File: src/rtl/pe_packet_injector.sv
// PE-side packet injector: queues destination-addressed requests, builds XY mesh packets
// and offers them to the router's local port. Optional macro PE_TX_ALIGN_EN aligns offers to TX_PHASE.
module pe_packet_injector #(
  parameter logic [7:0]  MY_X       = 8'd0,
  parameter logic [7:0]  MY_Y       = 8'd0,
  parameter int unsigned FIFO_DEPTH = 4,
  parameter logic        TX_PHASE   = 1'b0
) (
  input  logic        clk,
  input  logic        reset,
  input  logic        req_valid,
  output logic        req_ready,
  input  logic [7:0]  req_dst_x,
  input  logic [7:0]  req_dst_y,
  input  logic [31:0] req_payload,
  input  logic        polarity,
  input  logic        pe_ri,
  output logic        pe_si,
  output logic [63:0] pe_di,
  output logic        req_err,
  output logic        busy,
  output logic [15:0] sent_count
);

  localparam int AW = $clog2(FIFO_DEPTH);
  localparam logic [AW:0] FULL_CNT = (AW+1)'(FIFO_DEPTH);

  typedef enum logic {S_IDLE, S_OFFER} state_e;

  state_e        state_q, state_d;
  logic [62:0]   mem_q [FIFO_DEPTH];
  logic [AW-1:0] wr_ptr_q, wr_ptr_d, rd_ptr_q, rd_ptr_d;
  logic [AW:0]   count_q, count_d;
  logic          req_err_q;
  logic [15:0]   sent_count_q;

  logic          dir_x, dir_y, out_of_range, to_self;
  logic [8:0]    hx, hy;
  logic [62:0]   enq_pkt, head;
  logic          push_hs, drop, push, xfer;
  logic          phase_ok, vc;

  // Header fields are derived at enqueue time; only the VC bit is decided at offer time.
  assign dir_x = req_dst_x < MY_X;
  assign dir_y = req_dst_y < MY_Y;
  assign hx = dir_x ? ({1'b0, MY_X} - {1'b0, req_dst_x}) : ({1'b0, req_dst_x} - {1'b0, MY_X});
  assign hy = dir_y ? ({1'b0, MY_Y} - {1'b0, req_dst_y}) : ({1'b0, req_dst_y} - {1'b0, MY_Y});
  assign out_of_range = (hx > 9'd15) | (hy > 9'd15);
  assign to_self = (req_dst_x == MY_X) & (req_dst_y == MY_Y);
  assign enq_pkt = {dir_x, dir_y, 5'b0, hx[3:0], hy[3:0], MY_X, MY_Y, req_payload};

  assign req_ready = (count_q != FULL_CNT);
  assign busy      = (count_q != '0);
  assign push_hs   = req_valid & req_ready;
  assign drop      = push_hs & (out_of_range | to_self);
  assign push      = push_hs & ~drop;

`ifdef PE_TX_ALIGN_EN
  assign phase_ok = (polarity == TX_PHASE);
  assign vc       = TX_PHASE;
`else
  logic unused_tx_phase;
  assign unused_tx_phase = TX_PHASE;
  assign phase_ok = 1'b1;
  assign vc       = polarity;
`endif

  assign head  = mem_q[rd_ptr_q];
  assign pe_si = (state_q == S_OFFER) & phase_ok;
  assign pe_di = pe_si ? {vc, head} : 64'h0;
  assign xfer  = pe_si & pe_ri;

  // NOTE: every variable gets a default at the top of always_comb so no path leaves it
  // unassigned, which would otherwise infer a latch.
  always_comb begin
    wr_ptr_d = wr_ptr_q;
    rd_ptr_d = rd_ptr_q;
    count_d  = count_q;
    state_d  = state_q;
    if (push) wr_ptr_d = wr_ptr_q + AW'(1);
    if (xfer) rd_ptr_d = rd_ptr_q + AW'(1);
    case ({push, xfer})
      2'b10:   count_d = count_q + (AW+1)'(1);
      2'b01:   count_d = count_q - (AW+1)'(1);
      default: count_d = count_q;
    endcase
    case (state_q)
      S_IDLE:  if (count_d != '0) state_d = S_OFFER;
      S_OFFER: if (xfer && (count_d == '0)) state_d = S_IDLE;
      default: state_d = S_IDLE;
    endcase
  end

  // NOTE: sequential state uses non-blocking assignments so every register samples
  // pre-edge values regardless of statement order.
  always_ff @(posedge clk or negedge reset) begin
    if (!reset) begin
      state_q      <= S_IDLE;
      wr_ptr_q     <= '0;
      rd_ptr_q     <= '0;
      count_q      <= '0;
      req_err_q    <= 1'b0;
      sent_count_q <= 16'd0;
    end else begin
      state_q   <= state_d;
      wr_ptr_q  <= wr_ptr_d;
      rd_ptr_q  <= rd_ptr_d;
      count_q   <= count_d;
      req_err_q <= drop;
      if (xfer) sent_count_q <= sent_count_q + 16'd1;
    end
  end

  // NOTE: the storage array is not reset; entries are only read once count_q marks them valid.
  always_ff @(posedge clk) begin
    if (push) mem_q[wr_ptr_q] <= enq_pkt;
  end

  assign req_err    = req_err_q;
  assign sent_count = sent_count_q;

endmodule

File: config.mk
export PLATFORM = sky130hd
export DESIGN_NAME = pe_packet_injector
export DESIGN_NICKNAME = d
export VERILOG_FILES = /design/src/rtl/pe_packet_injector.sv
export SDC_FILE = /design/constraint.sdc
export NUM_CORES = 1
export LEC_CHECK = 0
export ABC_AREA = 1
export ABC_CLOCK_PERIOD_IN_PS = 4900
export CAP_MARGIN = 20
export CORE_ASPECT_RATIO = 0.6
export CORE_MARGIN = 2
export CORE_UTILIZATION = 59
export CTS_BUF_LIST = sky130_fd_sc_hd__clkbuf_8
export CTS_CLUSTER_SIZE = 30
export DETAILED_ROUTE_END_ITERATION = 10
export GPL_ROUTABILITY_DRIVEN = 0
export GPL_TIMING_DRIVEN = 0
export PLACE_DENSITY_LB_ADDON = 0.05
export RECOVER_POWER = 50
export SLEW_MARGIN = 20
export SYNTH_ARGS = -nofsm -noshare
export SYNTH_HDL_FRONTEND = slang
export SYNTH_SLANG_ARGS = --single-unit
File: constraint.sdc
create_clock -name clk -period 4.9 [get_ports clk]
set_clock_uncertainty 0.1 [all_clocks]
set_input_delay 0.49 -clock clk [delete_from_list [all_inputs] [get_ports clk]]
set_output_delay 0.49 -clock clk [all_outputs]
set_load 0.03 [all_outputs]
==> results.ini, run 1 <==
[place]
place_area_mm2 = 0.00972
post-place-cells = 1022
place_worst_setup_slack_ns = 1.34
hpwl_um = 12100
port_buffers = 115

[power_and_ir_drop]
p_switching_mw = 2.43
vdd_drop_max_v = 0.000344
p_leak_nw = 3.73
clockPowerShare_pct = 16.9
powerDensity_mw_per_mm2 = 563
sw_frac_of_total_pct = 43.0
internal_power_mw = 3.23
p_comb_share_pct = 49.9
power_mw = 5.67
seq_power_share_pct = 33.2

[setup_path]
crit_path_end_kind = register
critPathLaunchType = primary input
cp_data_arrival_time_ns = 3.62
crit_family = simple AND/OR/NAND/NOR gates
critPathKind = primary input to register
worst_path_largest_cell_delay_ns = 0.69
worstPathMaxFanout = 7
critical_path_required_ns = 5.17
crit_cells = 16
path_cells = dlygate4sd3_1 -> inv_1 -> ha_1 -> inv_1 -> nor2_1 -> nor2_1 -> nand3_1 -> nand4_1 -> ha_1 -> inv_1 -> fa_1 -> a21oi_1 -> o21ai_0 -> xor2_1 -> nor2_1 -> nand2_1
r2r_cells = 10
critPathBufInv = 4
slowest_stage = dlygate4sd3_1

[run]
drv_cap = 0

[timing]
min_period_ns = 3.35
finalSetupViolations = 0
drv_slew = 0
worstMarginPinSlew_ns = 1.44
setup_ws_ns = 1.55
fin_setup_tns_ns = 0
finalCritPeriodShare_pct = 68.4
max_slew_margin_pct = 3.76
fmax_mhz = 299
hold_violations = 0
rsz0062_at_grt = false

[synth]
synth_top_family_by_area = simple AND/OR/NAND/NOR gates
synthMuxAreaShare_pct = 0
syn_area_mm2 = 0.00813
ys_warn_count = 0
synth_cells = 707
ys_ff_latch = 193
synth_compound_area_share_pct = 8.06
synth.yosys.seq_area_share_pct = 69.7
synthAdderAreaFrac_pct = 1.48
synth-xor-area-share_pct = 1.83
yosysUniqueCellTypes = 30
syn_area_per_cell_um2 = 11.5
synthSimpleGateAreaFrac_pct = 13.1

[global_routing]
grt_antenna_before_repair = 0
grt_pass1_vias = 5449
grt_usage_pct = 26.0
grt_overflow_total = 0
grt_pass1_wl_um = 28400
grt_max_degree = 26

[die]
rows = 33
dieArea_mm2 = 0.0148
die_h_um = 94.9
die_x_um = 156
core_area_mm2 = 0.0135
initial_core_util_pct = 60.0
io-pin-count = 137

[cells_and_area]
antennaDiodeCount = 0
layout_common_cells = nor2_1, edfxtp_1, o21ai_0, clkdlybuf4s50_1, dlygate4sd3_1
fin_area_mm2 = 0.0101
nNetsFinal = 929
instances_no_fill = 1055
final_common_cell = nor2_1
syn_to_final_growth_pct = 23.7
drive_gt1_share_pct = 9.55

[drt]
drc_errors = 0
vias = 5730
wl_per_cell_um = 17.4
vias_per_cell = 5.43
firstDrtPassIters = 5
ant_nets = 0
wl_um = 18400
drt_iter0_markers = 420

[clock_network]
cts_max_path_buffers = 2
cts_setup_buffers = 0
cts-root-buf = clkbuf_8
insertion_delay_ns = 0.47
cts_tree = built
clk_pin_slew_ns = 0.10
postCtsResizedCells = 0
cts.sinks = 193
ctsHtreeMaxLevel = 4
cts_inserted_buffers = 17

[min_path]
min-delay-path-class = register to register
whs_path_depth = 2

[run_status]
outcome = finished, final reports clean

-- path summary, 6_finish.rpt --
| path | from | to | slack [ns] |
|---|---|---|---|
| max reg2reg | count_q[0] | pe_si | 2.11 |
| min in group asynchronous | reset | sent_count[15] | 0.77 |
| max in group asynchronous | reset | rd_ptr_q[0] | 3.07 |
| min reg2reg | sent_count[15] | sent_count[15] | 0.41 |
| max | req_dst_y[0] | pe_si | 1.55 |
| min | sent_count[15] | sent_count[15] | 0.41 |
-- metal layers --
layer | routed length [µm] | track usage, % | part of all wire [%]
met1 | 8130 | 36.6 | 44
met2 | 8700 | 41.6 | 47
met3 | 1350 | 4.91 | 7.4
met4 | 195 | 8.56 | 1.1
met5 | 0 | 0 | 0
-- tightest hold or removal path: stages, from the launching register on --
cell	delay, ns
dfrtp_1	0.37
xor2_1	0.07
inv_1	0.05
-- state kept, by name (all words and copies together) (netlist names) --
signal	flops
wr_ptr_q	2
mem_q	168
count_q	3
rd_ptr_q	2
pe_si	1
req_err	1
sent_count	16
-- layout make-up --
class | instances | area, µm²
repair buffers | 121 | 1270
clock buffers | 17 | 234
plain buffers | 56 | 333
fillers | 928 | 3480
clock inverters | 15 | 128
inverters | 35 | 131
well taps | 175 | 219
flip-flops and latches | 193 | 5670
multi-input cells | 443 | 2080
-- per-stage QoR --
step	utilization (%)	hold slack (ns)
after global routing	74.3	0.446
after CTS	74.5	0.419
after floorplan	-	0.0944
final	74.3	0.410
after detailed placement	71.7	0.390
after global placement	70.7	0.381
-- timing repair --
item,CTS,global route
setup endpoints to repair,0,0
hold buffers,1,0
endpoints found under the hold margin,25,0
-- Yosys cell counts, drive strengths merged --
library cell  number  area share (%)
buf               36             3.1
a21oi             45             2.8
inv               34             1.6
xnor2              6            0.65
xor2              11             1.2
edfxtp           168              62
nand4              6            0.54
nor3               3            0.18
nor2             203             9.6
clkinv             1           0.046
fa                 1            0.25
and2               1           0.077
nand3             10            0.62
ha                 8             1.2
o21ai             86             5.3
clkbuf            20             1.0
dfrtp             25             7.7
or2                2            0.15
conb               1           0.046
nand2             40             1.9
-- logic make-up (layout without fill, tap and decap cells) --
kind of cell,count (synthesis),count (layout)
buffers and inverters,91,244
DFF,193,193
other,1,21
and+or+nand+nor,265,265
adders and majority gates,9,9
AOI/OAI and AO/OA,131,131
xor gates and xnor gates,17,17
-- power by group through the flow --
stage               logic, mW  registers, mW  clock network (mW)
floorplan                1.67           1.97                   0
global placement         2.78           1.92                   0
detailed placement       2.83           1.92                   0
CTS                      2.85           1.88               0.967
global route             3.03           1.89                1.02
finish                   2.83           1.88               0.956
No activity file was read; power rests on OpenSTA's default activity.
==> run 2, diff against run 1 <==
--- a/config.mk
+++ b/config.mk
@@ -6,11 +6,11 @@
 export NUM_CORES = 1
 export LEC_CHECK = 0
 export ABC_AREA = 1
-export ABC_CLOCK_PERIOD_IN_PS = 4900
+export ABC_CLOCK_PERIOD_IN_PS = 3400
 export CAP_MARGIN = 20
 export CORE_ASPECT_RATIO = 0.6
 export CORE_MARGIN = 2
-export CORE_UTILIZATION = 59
+export CORE_UTILIZATION = 55
 export CTS_BUF_LIST = sky130_fd_sc_hd__clkbuf_8
 export CTS_CLUSTER_SIZE = 30
 export DETAILED_ROUTE_END_ITERATION = 10
==> constraint.sdc (replaced) <==
create_clock -name clk -period 3.4 [get_ports clk]
set_clock_uncertainty 0.1 [all_clocks]
set_input_delay 0.34 -clock clk [delete_from_list [all_inputs] [get_ports clk]]
set_output_delay 0.34 -clock clk [all_outputs]
set_load 0.03 [all_outputs]
==> results.ini, run 2 (synthesis results as in run 1) <==
[run_status]
outcome = finished, final reports clean

[setup_path]
crit_cells = 6
worstPathMaxFanout = 10
crit_path_end_kind = output port
rr_startpoint = pe_si
critPathLaunchType = register
worst_path_largest_cell_delay_ns = 0.74
critPathBufInv = 4
r2r-end = pe_si
critical_path_required_ns = 2.96
path_cells = buf_2 -> inv_2 -> clkbuf_1 -> o21ai_0 -> a21oi_1 -> clkdlybuf4s50_1
cp_data_arrival_time_ns = 2.79
r2r_setup_slack_ns = 0.61
crit_family = buffers and inverters
critPathKind = register to output port
slowest_stage = clkdlybuf4s50_1
r2r_cells = 11

[drt]
drt_iter0_markers = 432
ant_nets = 0
drc_errors = 0
vias_per_cell = 5.22
wl_um = 18200
firstDrtPassIters = 5
wl_per_cell_um = 16.8
vias = 5642

[timing]
finalSetupViolations = 0
rsz0062_at_grt = false
worstMarginPinSlew_ns = 1.39
holdWs_ns = 0.401
finalCritPeriodShare_pct = 94.9
hold_violations = 0
min_period_ns = 3.23
drv_slew = 0
max_slew_margin_pct = 7.03
fmax_mhz = 310

[clock_network]
cts-root-buf = clkbuf_8
cts.sinks = 193
cts_tree = built
cts_max_path_buffers = 2
postCtsResizedCells = 0
clk_pin_slew_ns = 0.10
insertion_delay_ns = 0.45
cts_inserted_buffers = 17
ctsHtreeMaxLevel = 4

[power_and_ir_drop]
p_switching_mw = 3.46
p_leak_nw = 3.78
p_comb_share_pct = 49.5
internal_power_mw = 4.78
vdd_drop_max_v = 0.000608
seq_power_share_pct = 33.0
sw_frac_of_total_pct = 42.0
power_mw = 8.24
clockPowerShare_pct = 17.4
powerDensity_mw_per_mm2 = 807

[die]
dieArea_mm2 = 0.0158
core_area_mm2 = 0.0145
initial_core_util_pct = 56.2
io-pin-count = 137
rows = 34
die_h_um = 98.2
die_x_um = 161

[cells_and_area]
regMostFlops = mem_q
multi_input_area_mm2 = 0.00209
seq_area_mm2 = 0.00567
largest_register_ffs = 168
layout_common_cells = nor2_1, edfxtp_1, clkdlybuf4s50_1
antennaDiodeCount = 0
syn_to_final_growth_pct = 25.5
drive_gt1_share_pct = 9.85
nNetsFinal = 932
final_common_cell = nor2_1
instances_no_fill = 1081
n_fill_cell = 1023

[min_path]
hp-start = sent_count[15]
whs_path_depth = 2
hold_end = sent_count[15]
min-delay-path-class = register to register

[global_routing]
grtUsageMet1_pct = 33.1
globalRouteMet2Util_pct = 37.0
grt_pass1_vias = 5501
grt_max_degree = 26
grt_antenna_before_repair = 0
top_usage_layer = met2
grt_pass1_wl_um = 28100
grtUsageMet3_pct = 5.61
grt_overflow_total = 0
grt_usage_pct = 23.4

[run]
drv_cap = 0

[place]
post-place-cells = 1048
hpwl_um = 12200
port_buffers = 115

run 2: cell types whose count changed in the layout (fill, tap and decap cells not counted), moves of 2 or more:
cell	before	now
bufinv_16	0	2
inv_1	33	36
inv_8	4	0
buf_12	3	1
buf_16	2	6
run 2: area by class of cell:
cell class	instances	share of cell area [%]
tap	198	2.43
clock inverter	15	1.43
sequential	193	55.6
clock buffer	17	2.29
multi-input combinational	443	20.4
inverter	35	1.29
buffer	56	3.26
timing repair buffer	124	13.3
run 2: metal layers:
layer  wire length [µm]  up-vias
met5                  0        -
met4                150        0
met3               1490       14
met2               8490      250
met1               8080     2687
li1                   -     2691
run 2: tightest hold or removal path, cell delays in order, from the launching register on:
cell,delay (ns)
dfrtp_1,0.36
xor2_1,0.07
inv_1,0.05
run 2: metrics by stage:
step	setup TNS (ns)	cell area (µm²)	util, %	setup WS (ns)
after floorplan	-9.87	8210	-	-0.0588
after global placement	-356.37	9610	66.4	-2.22
after detailed placement	-0.0405	9830	68.0	-0.0405
after CTS	0	10200	70.7	0.213
after global routing	0	10200	70.5	0.0572
final	0	10200	70.5	0.174
run 2: how the worst max path moves through the flow:
stage,slack [ns],to,from
after floorplan,-0.06,mem_q[0][0],count_q[0]
after global placement,-2.22,mem_q[1][16],req_dst_y[0]
after detailed placement,-0.04,pe_si,req_dst_y[0]
after CTS,0.21,pe_di[5],rd_ptr_q[0]
after global routing,0.06,pe_di[5],rd_ptr_q[0]
final,0.17,pe_di[5],rd_ptr_q[0]
run 2: power groups by stage:
stage | sequential, mW | combinational (mW) | clock [mW]
floorplan | 2.84 | 2.40 | 0
global placement | 2.77 | 4.02 | 0
detailed placement | 2.77 | 4.07 | 0
CTS | 2.72 | 4.10 | 1.44
global route | 2.73 | 4.38 | 1.54
finish | 2.72 | 4.08 | 1.44
run 2: repair_timing:
item | CTS | global route
hold buffers | 1 | 0
setup buffers | 0 | 0
hold endpoints to repair | 25 | 0
==> run 3, diff against run 2 <==
--- a/config.mk
+++ b/config.mk
@@ -15,7 +15,6 @@
 export CTS_CLUSTER_SIZE = 30
 export DETAILED_ROUTE_END_ITERATION = 10
 export GPL_ROUTABILITY_DRIVEN = 0
-export GPL_TIMING_DRIVEN = 0
 export PLACE_DENSITY_LB_ADDON = 0.05
 export RECOVER_POWER = 50
 export SLEW_MARGIN = 20
==> results.ini, run 3 (synthesis results as in run 1) <==
[timing]
min_period_ns = 3.14
fmax_mhz = 318
holdWs_ns = 0.378
drv_slew = 0
finalCritPeriodShare_pct = 92.4
worstMarginPinSlew_ns = 0.966
hold_violations = 0
max_slew_margin_pct = 35.4
finalSetupViolations = 0
rsz0062_at_grt = false

[global_routing]
grt_pass1_wl_um = 27100
grt_antenna_before_repair = 0
grt_pass1_vias = 5121
grt_max_degree = 59
grt_overflow_total = 0
grt_usage_pct = 22.5

[die]
die_x_um = 161
die_h_um = 98.2
io-pin-count = 137
core_area_mm2 = 0.0145
dieArea_mm2 = 0.0158
initial_core_util_pct = 56.2
rows = 34

[setup_path]
worstPathMaxFanout = 27
critPathKind = register to output port
cp_data_arrival_time_ns = 2.70
crit_path_end_kind = output port
critical_path_required_ns = 2.96
r2r_cells = 10
critPathLaunchType = register
rr_startpoint = pe_si
r2r-end = pe_si
r2r_setup_slack_ns = 0.83

[clock_network]
cts_hold_buf = 0
insertion_delay_ns = 0.45
clk_pin_slew_ns = 0.10
cts-root-buf = clkbuf_8
cts.sinks = 193
cts_inserted_buffers = 17
ctsHtreeMaxLevel = 4
cts_tree = built
cts_max_path_buffers = 2

[power_and_ir_drop]
p_leak_nw = 3.59
powerDensity_mw_per_mm2 = 822
vdd_drop_max_v = 0.000534
power_mw = 8.11

[place]
port_buffers = 115
place_area_mm2 = 0.00949
hpwl_um = 10400

[cells_and_area]
antennaDiodeCount = 0
layout_common_cells = nor2_1, edfxtp_1, o21ai_0
syn_to_final_growth_pct = 21.2
final_common_cell = nor2_1
nNetsFinal = 883
largest_register_ffs = 168
regMostFlops = mem_q
drive_gt1_share_pct = 6.95
fin_area_mm2 = 0.00986

[drt]
wl_per_cell_um = 16.7
vias_per_cell = 5.17
ant_nets = 0
wl_um = 17200
firstDrtPassIters = 5
drt_iter0_markers = 436
vias = 5338
drc_errors = 0

[run_status]
outcome = finished, final reports clean

[run]
drv_cap = 0

[min_path]
min-delay-path-class = primary input to async pin

## run 3: changes by cell type in the layout (fill, tap and decap cells not counted), sizes merged
cell,delta
inv,+1
clkdlybuf4s50,-2
bufinv,-1
clkinvlp,-3
clkinv,+3
buf,-27
clkbuf,-20
## run 3: worst max-delay path by stage
stage	slack [ns]	cells past startpoint	start	end
floorplan	-0.06	5	count_q[0]	mem_q[0][0]
global placement	0.41	16	req_dst_y[0]	pe_si
detailed placement	0.26	16	req_dst_y[0]	pe_si
CTS	0.12	6	rd_ptr_q[0]	pe_di[62]
global route	0.06	6	rd_ptr_q[0]	pe_di[62]
finish	0.26	6	rd_ptr_q[0]	pe_di[62]
## run 3: critical path, cell delays in order (launching register included)
cell and delay, ns:
dfrtp_4 0.65, buf_4 0.34, nor2_1 0.07, nor2_1 0.09, o21ai_0 0.11, a21oi_1 0.27, clkdlybuf4s50_1 0.72
## run 3: per-layer routing
layer / GRT usage [%] / wire length (µm) / vias to the layer above
met5: 0 / 0 / -
met4: 7.28 / 191 / 0
met3: 4.46 / 980 / 17
met2: 35.1 / 7910 / 176
met1: 32.5 / 8130 / 2557
li1: - / - / 2588
## run 3: stage by stage
| stage | worst slack, ns | std cells | TNS [ns] | util, % |
|---|---|---|---|---|
| 6_report | 0.258 | 1032 | 0 | 68.1 |
| 3_3_place_gp | 0.410 | 1000 | 0 | 65.6 |
| 3_5_place_dp | 0.258 | 1000 | 0 | 65.6 |
| 5_1_grt | 0.0613 | 1032 | 0 | 68.1 |
| 2_1_floorplan | -0.0588 | 727 | -9.87 | - |
| 4_1_cts | 0.121 | 1032 | 0 | 68.3 |
## run 3: power breakdown
part	internal, mW	total (mW)	switching, mW
clock network	0.606	1.45	0.845
logic	1.42	3.81	2.39
registers	2.66	2.84	0.188
## run 3: area by class of cell
type,count,area (µm²)
Clock buffer,17,234
Clock inverter,15,154
Fill cell,1048,4610
Inverter,35,131
Multi-Input combinational cell,443,2080
Sequential cell,193,5680
Tap cell,198,248
Timing Repair Buffer,131,1330
## run 3: timing repair
item                       4_1_cts  5_1_grt
setup endpoints to repair        0        2
gates resized for setup          0        2
setup buffers                    0        0
